### config.mk
export PLATFORM = sky130hd
export DESIGN_NAME = cla_operand_loader
export DESIGN_NICKNAME = d
export VERILOG_FILES = /design/src/rtl/cla_operand_loader.sv
export SDC_FILE = /design/constraint.sdc
export NUM_CORES = 1
export LEC_CHECK = 0
export ABC_AREA = 1
export CORE_AREA = 10 10 179 181
export CTS_BUF_LIST = sky130_fd_sc_hd__clkbuf_16
export DETAILED_ROUTE_END_ITERATION = 10
export DIE_AREA = 0 0 189 191
export PLACE_DENSITY = 0.66
export SETUP_SLACK_MARGIN = 0.3
export SLEW_MARGIN = 20
export SYNTH_ARGS = -nofsm -noshare
export SYNTH_HDL_FRONTEND = slang
export SYNTH_SLANG_ARGS = --single-unit
### constraint.sdc
create_clock -name CLK -period 12.3 [get_ports CLK]
set_clock_uncertainty 0.1 [all_clocks]
set_input_delay 1.845 -clock CLK [delete_from_list [all_inputs] [get_ports CLK]]
set_output_delay 1.845 -clock CLK [all_outputs]
set_load 0.01 [all_outputs]
### src/rtl/cla_operand_loader.sv
// Operand feeder and result capture for the combinational CLA adder (cla_64bit).
// Optional carry-out register enabled by defining CLA_LOADER_COUT_EN.
module cla_operand_loader #(
  parameter int unsigned WORD_W     = 16,
  parameter int unsigned DATA_W     = 64,
  parameter int unsigned SETTLE_CYC = 4
) (
  input  logic              CLK,
  input  logic              reset,
  input  logic              in_valid,
  output logic              in_ready,
  input  logic [WORD_W-1:0] in_word,
  input  logic              in_cin,
  output logic [DATA_W-1:0] op_a,
  output logic [DATA_W-1:0] op_b,
  output logic              op_cin,
  input  logic [DATA_W-1:0] add_sum,
  output logic              res_valid,
  input  logic              res_ready,
  output logic [DATA_W-1:0] res_sum,
  output logic              res_cout,
  output logic              busy
);

  localparam int unsigned NWORDS = DATA_W / WORD_W;
  localparam int unsigned IDX_W  = (NWORDS > 1) ? $clog2(NWORDS) : 1;
  localparam int unsigned CNT_W  = (SETTLE_CYC > 1) ? $clog2(SETTLE_CYC) : 1;
  localparam logic [IDX_W-1:0] LAST_IDX = IDX_W'(NWORDS - 1);
  localparam logic [CNT_W-1:0] LAST_CNT = CNT_W'(SETTLE_CYC - 1);

  typedef enum logic [1:0] {
    LOAD_A,
    LOAD_B,
    SETTLE,
    HOLD
  } state_t;

  state_t           state;
  logic [IDX_W-1:0] idx;
  logic [CNT_W-1:0] cnt;
  logic             accept;
  logic             capture;

  // Decoded from state so in_ready is already high on the first cycle out of reset.
  assign in_ready = ~reset & ((state == LOAD_A) || (state == LOAD_B));
  assign busy     = ~((state == LOAD_A) && (idx == '0));
  assign accept   = in_valid & in_ready;
  assign capture  = (state == SETTLE) && (cnt == LAST_CNT);

  always_ff @(posedge CLK or posedge reset) begin
    if (reset) begin
      state     <= LOAD_A;
      idx       <= '0;
      cnt       <= '0;
      op_a      <= '0;
      op_b      <= '0;
      op_cin    <= 1'b0;
      res_sum   <= '0;
      res_valid <= 1'b0;
    end else begin
      case (state)
        LOAD_A: begin
          if (accept) begin
            op_a[idx*WORD_W +: WORD_W] <= in_word;
            if (idx == '0) op_cin <= in_cin;
            if (idx == LAST_IDX) begin
              idx   <= '0;
              state <= LOAD_B;
            end else begin
              idx <= idx + 1'b1;
            end
          end
        end
        LOAD_B: begin
          if (accept) begin
            op_b[idx*WORD_W +: WORD_W] <= in_word;
            if (idx == LAST_IDX) begin
              idx   <= '0;
              cnt   <= '0;
              state <= SETTLE;
            end else begin
              idx <= idx + 1'b1;
            end
          end
        end
        SETTLE: begin
          // Capture lands on the SETTLE_CYC-th edge after the last B word.
          if (capture) begin
            res_sum   <= add_sum;
            res_valid <= 1'b1;
            state     <= HOLD;
          end else begin
            cnt <= cnt + 1'b1;
          end
        end
        HOLD: begin
          if (res_valid && res_ready) begin
            res_valid <= 1'b0;
            state     <= LOAD_A;
          end
        end
        default: state <= LOAD_A;
      endcase
    end
  end

`ifdef CLA_LOADER_COUT_EN
  always_ff @(posedge CLK or posedge reset) begin
    if (reset) begin
      res_cout <= 1'b0;
    end else if (capture) begin
      res_cout <= (op_a[DATA_W-1] & op_b[DATA_W-1]) |
                  ((op_a[DATA_W-1] ^ op_b[DATA_W-1]) & ~add_sum[DATA_W-1]);
    end
  end
`else
  assign res_cout = 1'b0;
`endif

endmodule

; Yosys cells after proc, flatten, opt, wreduce, memory -nomap -nowiden
; Index checks and enable logic that the tools add are counted.
[word_totals]
rom_bits = 0
wordCells = 63
in_bits = 85
latch_bits = 0
reg_bits = 200
ramBits = 0
n_memories = 0
output_inout_bits = 197
[op_classes]
muxes = 17
div_mod_pow = 0
shifts = 2
n_eq_ne = 12
mul = 0
n_reduce_logical = 17
add_sub_neg = 3
n_lt_le_gt_ge = 0
bitwise = 4
[op_table]
columns = cell, n
row1 = $bwmux 64, 2
row2 = $shift 16x34->64 const A, 1
row3 = $shiftx 16x34->64, 1
row4 = $neg 6->34, 1
row5 = $mux 2, 10
row6 = $ne 2x2->1 const B, 5
row7 = $eq 2x2->1 const B, 4
row8 = $pmux 2 s4, 1
row9 = $reduce_and 2->1, 4
row10 = $reduce_and 3->1, 2
row11 = $reduce_and 6->1, 1
row12 = $add 2x1->2 const B, 2
row13 = $logic_not 2->1, 2
row14 = $ne 2x1->1 const B, 2
row15 = $pmux 2 s2, 1
row16 = $reduce_and 4->1, 1
row17 = $reduce_bool 2->1, 2
row18 = $logic_and 1x1->1, 3
row19 = $and 1x1->1, 2
row20 = $eq 2x1->1 const B, 1
row21 = $mux 1, 2
row22 = $not 1->1, 2
row23 = $pmux 1 s2, 1
row24 = $reduce_or 2->1, 1
row25 = $logic_or 1x1->1, 1

; Logic depth before layout (Yosys ltp)
; Gate-level depths: netlist of the first run.
[depth]
word_depth = 6
mapped_depth = 10
mapped_depth_nobuf = 9

; Least setup slack after synthesis of the first run
; OpenSTA, ideal clock, no wires.
[synth_path]
path_type = input -> register
start = in reset
end = reg op_b[0]
stages = 7
t_arrival_ps = 7416
setup_slack_ps = 4667
n_path_buf = 1
required_time_ps = 12083
setup_ps = 117
path_cell_list = inv_1 nand3_4 nor2_4 nand2_1 buf_2 nand2_1 nand2_1
[synth_between]
elab_chain_len = 4
[synth_lines]
columns = item, line_no
row1 = "start, declared", 9  ; input logic reset,
row2 = $not 1->1, 45  ; assign in_ready = ~reset & ((state == LOAD_A) || (state == LOAD_B));
row3 = $and 1x1->1, 45
row4 = $and 1x1->1, 47  ; assign accept = in_valid & in_ready;
row5 = $reduce_and 2->1 (no source line), --
row6 = "end signal, assigned by index", 76  ; op_b[idx*WORD_W +: WORD_W] <= in_word;
row7 = "end, declared", 15  ; output logic [DATA_W-1:0] op_b,
; Every way passes these cells.
; A chain may end at the register's enable or synchronous reset.

; Worst setup path after layout of the first run
[layout_path]
start = in reset
end = out in_ready
[layout_between]
elab_chain_len = 2
[layout_lines]
columns = item, line_no
row1 = $not 1->1, 45
row2 = $and 1x1->1, 45
row3 = "end, declared", 11  ; output logic in_ready,
; Every way passes these cells.

==> impl_results.md, run 1 <==
- Largest net degree at the start of global routing: 131
- Synth top area share: 59.2%
- Setup crit start: reset
- Layout cells sized above 1: 4.12%
- Synthesized-area fraction occupied by adder cells: 1.63%
- Largest area contributor in the netlist: dfrtp_1
- Core Area: 0.0285 mm2
- Worst EP arrival: 3090 ps
- Initial antenna violation count: 0
- Hold Crit Class: flip-flop to flip-flop
- Sequential share of the synthesized area: 59.2%
- Sw Ratio: 38.2%
- Mux cell area share after synthesis: 0%
- Async S/R FF share, synth: 100%
- CTS tree: done
- Clock Tree Root: clkbuf_16
- Hold-fix buffers, CTS: 0
- Worst setup slack after layout: 7270 ps
- EDFF count, synth: 0
- Core Util, Final: 42.4%
- Status: complete, no violations
- Syn Nets: 1098
- End of the worst register-to-register path: op_b[2]$_DFFE_PP0P_
- Crit Path Max Fanout: 2
- RePlAce Congestion: 0.807
- Max_cap viols: 0
- Worst setup path end: in_ready
- RSZ-0062 raised after global routing: false
- Top cells by area, synth: dfrtp_1 59%, nand2_1 21%, nand3_1 7.9%
- Distinct cells, synth: 23
- Grt total ovfl: 0
- Hold slack: 372 ps
- Mean routed wirelength per cell: 18.5 um
- Via/cell ratio: 4.57
- CTS clk-pin slew, worst paths: 80 ps
- Pleak: 5.87 nW
- Tmin final: 5030 ps
- R2r setup slk: 8960 ps
- Starting Density: 29.7%
- Critical Path End Type: output pin
- Internal power: 0.00148 W
- ANT cells: 0
- Final TNS setup: 0 ps
- R2R cell count: 7
- Max Root-Sink Buffers: 2
- Yosys synthesis warning count: 0
- Total power: 0.00240 W
- DRT iter0 DRCs: 696
- Drt pass-1 iters: 5
- Detailed placer's ending HPWL: 21.4 mm
- Final setup vio count: 0
- R2r startpoint: idx[0]$_DFFE_PP0P_
- CTS H-tree lvls: 4
- Mapped Cells: 1002
- Die area: 0.0361 mm2
- I/O Buffers: 280
- Setup CP Type: input pin to output pin
- Most common flop cell mapped by yosys: dfrtp_1
- CP required: 10350 ps
- Num rows: 62
- XOR/XNOR Fraction of Synth Area: 0%
- CTS resizes: 0
- Max VDD drop: 0.0870 mV
- Compound-Gate Fraction of Synth Area: 0.577%
- Pins over their slew limit: 0
- Largest family of logic cells by synthesized area: simple AND/OR/NAND/NOR gates
- #FFs+latches synth: 200
- CTS Buf Count: 17
- Clock net sink count: 200
- Period utilization: 40.9%
- Top-count cell post-synth: nand2_1
- Actual slew at the worst max-slew pin: 981 ps
- Nets: 1345
- Vias in the first global route: 7412
- Routed via count: 7522
- FMAX: 199 MHz
- Comb power frac: 39.1%
- Post-synth top cells: 479 x nand2_1, 200 x dfrtp_1, 133 x nand3_1
- Area grow syn2layout: 42.6%
- Syn Area/Cell: 8.44 um2
- Worst skew pair latency: 440 ps
- Total track usage: 16.4%
- Clk pwr share: 22.3%
- I/O pin count: 282
- Synth Area in Simple Gates: 33.7%
- Synthesized cell area: 0.00846 mm2
- Part of the power in registers: 38.6%
- Final hold vios: 0
- Setup bufs post-CTS: 0
- DRT Wirelength: 30.4 mm
- Power Density: 199 mW/mm2
- Relative max-transition margin: 34.4%
- Startpoint types: input pin
- Post-detailed-route count of antenna-violating nets: 0
- Die Span X: 189 um
- Switch Pwr: 0.000919 W
- DRC Markers: 0
- DP Worst Slack: 7040 ps
- First-pass GRT wire length: 46.0 mm
- Die H: 191 um
[power by group through the flow]
stage | sequential, W | combinational (W) | clock [W]
6_report | 0.000926 | 0.000940 | 0.000537
2_1_floorplan | 0.000989 | 0.000395 | 0
5_1_grt | 0.000948 | 0.00103 | 0.000585
3_5_place_dp | 0.000939 | 0.000946 | 0
4_1_cts | 0.000929 | 0.000950 | 0.000555
3_3_place_gp | 0.000939 | 0.000934 | 0
[metrics by stage]
step	instance area, um2	cells
floorplan	8460	1002
global placement	11500	1614
detailed placement	11500	1614
CTS	12100	1646
global route	12100	1646
finish	12100	1646
[placed cells by master (no fill, tap or decap), drive strengths merged]
cell | synthesis | final
o21ai | 5 | 5
inv | 31 | 36
clkbuf | 30 | 17
nand2 | 484 | 484
nand4 | 4 | 4
clkinvlp | 0 | 3
clkdlybuf4s50 | 0 | 280
a21oi | 3 | 3
nor3 | 26 | 26
o2bb2ai | 1 | 1
conb | 1 | 1
nand3 | 134 | 134
buf | 30 | 8
ha | 11 | 11
dfrtp | 200 | 200
clkinv | 0 | 7
nor2 | 42 | 42
[kinds of logic after synthesis]
family | count (synthesis)
compound gates | 9
simple gates | 690
flops | 200
other cells | 1
fa+ha+maj | 11
buf+inv | 91
[layout make-up]
class | count | area [um2]
clock buffers | 17 | 425
clock inverters | 15 | 118
fillers | 2840 | 16400
inverters | 31 | 125
multi-input cells | 711 | 3040
flip-flops and latches | 200 | 5000
well taps | 384 | 480
repair buffers | 288 | 2860
[worst min-delay path by stage]
stage | startpoint | end | slack, ps | cells past startpoint
3_3_place_gp | op_b[30]$_DFFE_PP0P_ | op_b[30]$_DFFE_PP0P_ | 350 | 2
3_5_place_dp | op_a[50]$_DFFE_PP0P_ | op_a[50]$_DFFE_PP0P_ | 360 | 2
2_1_floorplan | cnt[1]$_DFFE_PP0P_ | cnt[1]$_DFFE_PP0P_ | 350 | 2
6_report | op_a[50]$_DFFE_PP0P_ | op_a[50]$_DFFE_PP0P_ | 370 | 2
5_1_grt | op_b[29]$_DFFE_PP0P_ | op_b[29]$_DFFE_PP0P_ | 390 | 2
4_1_cts | op_a[50]$_DFFE_PP0P_ | op_a[50]$_DFFE_PP0P_ | 380 | 2
[critical path, cell delays in order]
cell and delay [ps]:
clkdlybuf4s50_1 510, a21oi_1 170, clkdlybuf4s50_1 560
[registers in the layout, indices dropped and copies added, names as in the netlist]
register and cells:
cnt 2, idx 2, op_a 64, op_b 64
op_cin 1, res_sum 64, res_valid 1, state 2
[routing by layer]
metal | up-vias | routed length, um | global-route usage [%]
met3 | 24 | 1770 | 4.10
met4 | 0 | 508 | 4.76
li1 | 3649 | - | -
met1 | 3625 | 13200 | 21.1
met5 | - | 0 | 0
met2 | 224 | 15000 | 26.7
Note: power is estimated with default switching activity, not from simulation.
==> run 2, diff against run 1 <==
- PLACE_DENSITY: 0.66 -> 0.68
- clock period: 12.3 -> 4.4 ns (I/O delays scaled with it)
==> run 2 against run 1 <==
Effect of this change:
- final area increased by 2.6%
- clock-buffer cell count unchanged
- cell count increased by 0.24%
- routed wire length decreased by 0.86%
- core utilization increased by 1.1 points
- critical endpoint is now op_b[12]$_DFFE_PP0P_
- setup slack got worse by 6000 ps
- die area unchanged
- largest power group unchanged
- register-to-register slack got worse by 7700 ps
- global-route usage decreased by 0.091 points
- first-iteration DRC count increased by 4.0%
- non-clock buffer count increased by 4
- highest routed layer unchanged
- sequential power increased to 2.8 times the previous value
==> impl_results.md, run 2 (synthesis results as in run 1) <==
- Grt total ovfl: 0
- Worst setup slack after layout: 1290 ps
- Via/cell ratio: 4.52
- Period utilization: 70.8%
- Vias in the first global route: 7419
- Hold-fix buffers, CTS: 0
- First-pass GRT wire length: 45.8 mm
- Largest net degree at the start of global routing: 75
- CTS Buf Count: 17
- CTS clk-pin slew, worst paths: 70 ps
- Die Span X: 189 um
- CTS tree: done
- I/O pin count: 282
- Pleak: 5.92 nW
- DP Worst Slack: 1320 ps
- Post-DP Area: 0.0118 mm2
- Actual slew at the worst max-slew pin: 934 ps
- FMAX: 321 MHz
- Final hold vios: 0
- DRC Markers: 0
- R2r setup slk: 1290 ps
- Pins over their slew limit: 0
- Clock net sink count: 200
- Hold Crit Class: flip-flop to flip-flop
- Tmin final: 3110 ps
- Crit Path Max Fanout: 16
- Setup CP Type: flip-flop to flip-flop
- Critical Path End Type: flip-flop
- Hold Crit Start: op_b[6]$_DFFE_PP0P_
- Fill count: 2812
- Starting Density: 29.7%
- CTS resizes: 0
- DRT iter0 DRCs: 724
- Mean routed wirelength per cell: 18.3 um
- Final setup vio count: 0
- End of the worst register-to-register path: op_b[12]$_DFFE_PP0P_
- Area grow syn2layout: 46.3%
- Multi-input gate area: 0.00327 mm2
- Register area: 0.00500 mm2
- Die area: 0.0361 mm2
- CP required: 4660 ps
- DRT Wirelength: 30.2 mm
- Hold Path Sink: op_b[6]$_DFFE_PP0P_
- Relative max-transition margin: 37.6%
- Startpoint types: flip-flop
- Hold-critical path depth: 2
- RSZ-0062 raised after global routing: false
- Post-detailed-route count of antenna-violating nets: 0
- Layout cells sized above 1: 8.06%
- Most common cell after layout, fill and taps aside: nand2_1
- Total track usage: 16.3%
- Die H: 191 um
- Power Density: 560 mW/mm2
- Most frequent cells in the layout: 478 x nand2_1, 280 x clkdlybuf4s50_1, 200 x dfrtp_1
- R2r startpoint: idx[0]$_DFFE_PP0P_
- Nets: 1349
- Placed Cells incl. Taps: 1618
- CTS H-tree lvls: 4
- Status: complete, no violations
- I/O Buffers: 280
- Max VDD drop: 0.300 mV
- Detailed placer's ending HPWL: 22.2 mm
- ANT cells: 0
- Clock Tree Root: clkbuf_16
- Routed via count: 7466
- Top flop regs: op_a: 64 flops, op_b: 64 flops, res_sum: 64 flops
- Setup bufs post-CTS: 0
- Worst skew pair latency: 420 ps
- Worst EP arrival: 3370 ps
- Max Root-Sink Buffers: 2
- Setup crit start: idx[0]$_DFFE_PP0P_
- Drt pass-1 iters: 7
- Post-route insts no fill: 1650
- Num rows: 62
- R2R cell count: 7
- Design area: 0.0124 mm2
- Max_cap viols: 0
- Core Area: 0.0285 mm2
- RePlAce Congestion: 0.812
- Initial antenna violation count: 0
==> run 2: worst max path at each step <==
stage	endpoint	slack, ps	depth (start not counted)
detailed placement	op_a[12]$_DFFE_PP0P_	1320	7
CTS	op_a[12]$_DFFE_PP0P_	1310	7
global route	op_a[11]$_DFFE_PP0P_	960	7
floorplan	op_b[0]$_DFFE_PP0P_	-550	7
global placement	op_b[11]$_DFFE_PP0P_	1360	7
finish	op_b[12]$_DFFE_PP0P_	1290	7
==> run 2: critical path, stage by stage, from the launching register on <==
cell and delay [ps]:
dfrtp_1 500, inv_1 190, ha_1 570, inv_1 510
nand3_1 590, nor2_1 390, nand3_2 100, nand2_1 100
==> run 2: layout make-up <==
| cell class | instances | area share (%) |
|---|---|---|
| inverter | 31 | 0.981 |
| sequential | 200 | 40.4 |
| clock inverter | 15 | 1.43 |
| timing repair buffer | 292 | 23.4 |
| multi-input combinational | 711 | 26.4 |
| clock buffer | 17 | 3.44 |
| tap | 384 | 3.88 |
==> run 2: report_power, final <==
group | internal [W] | total (W) | leakage [nW] | switching (W)
sequential | 0.00229 | 0.00261 | 2.44 | 0.000325
combinational | 0.00115 | 0.00270 | 3.18 | 0.00155
clock | 0.000819 | 0.00161 | 0.293 | 0.000793
==> run 2: routing by layer <==
metal,part of all wire (%),track usage [%],routed length [um],vias to the layer above
met5,0,0,0,-
met3,7.0,5.16,2120,24
met2,49,26.5,14900,213
met1,42,20.5,12600,3593
met4,1.9,4.58,573,0
li1,-,-,-,3636
==> run 2: metrics by stage <==
stage,utilization [%],total power [W],TNS [ps],hold slack (ps)
6_report,43.5,0.00693,0,372
5_1_grt,43.5,0.00736,0,395
4_1_cts,43.5,0.00701,0,377
3_5_place_dp,41.3,0.00537,0,358
3_3_place_gp,41.3,0.00532,0,355
2_1_floorplan,-,0.00397,-68890,346
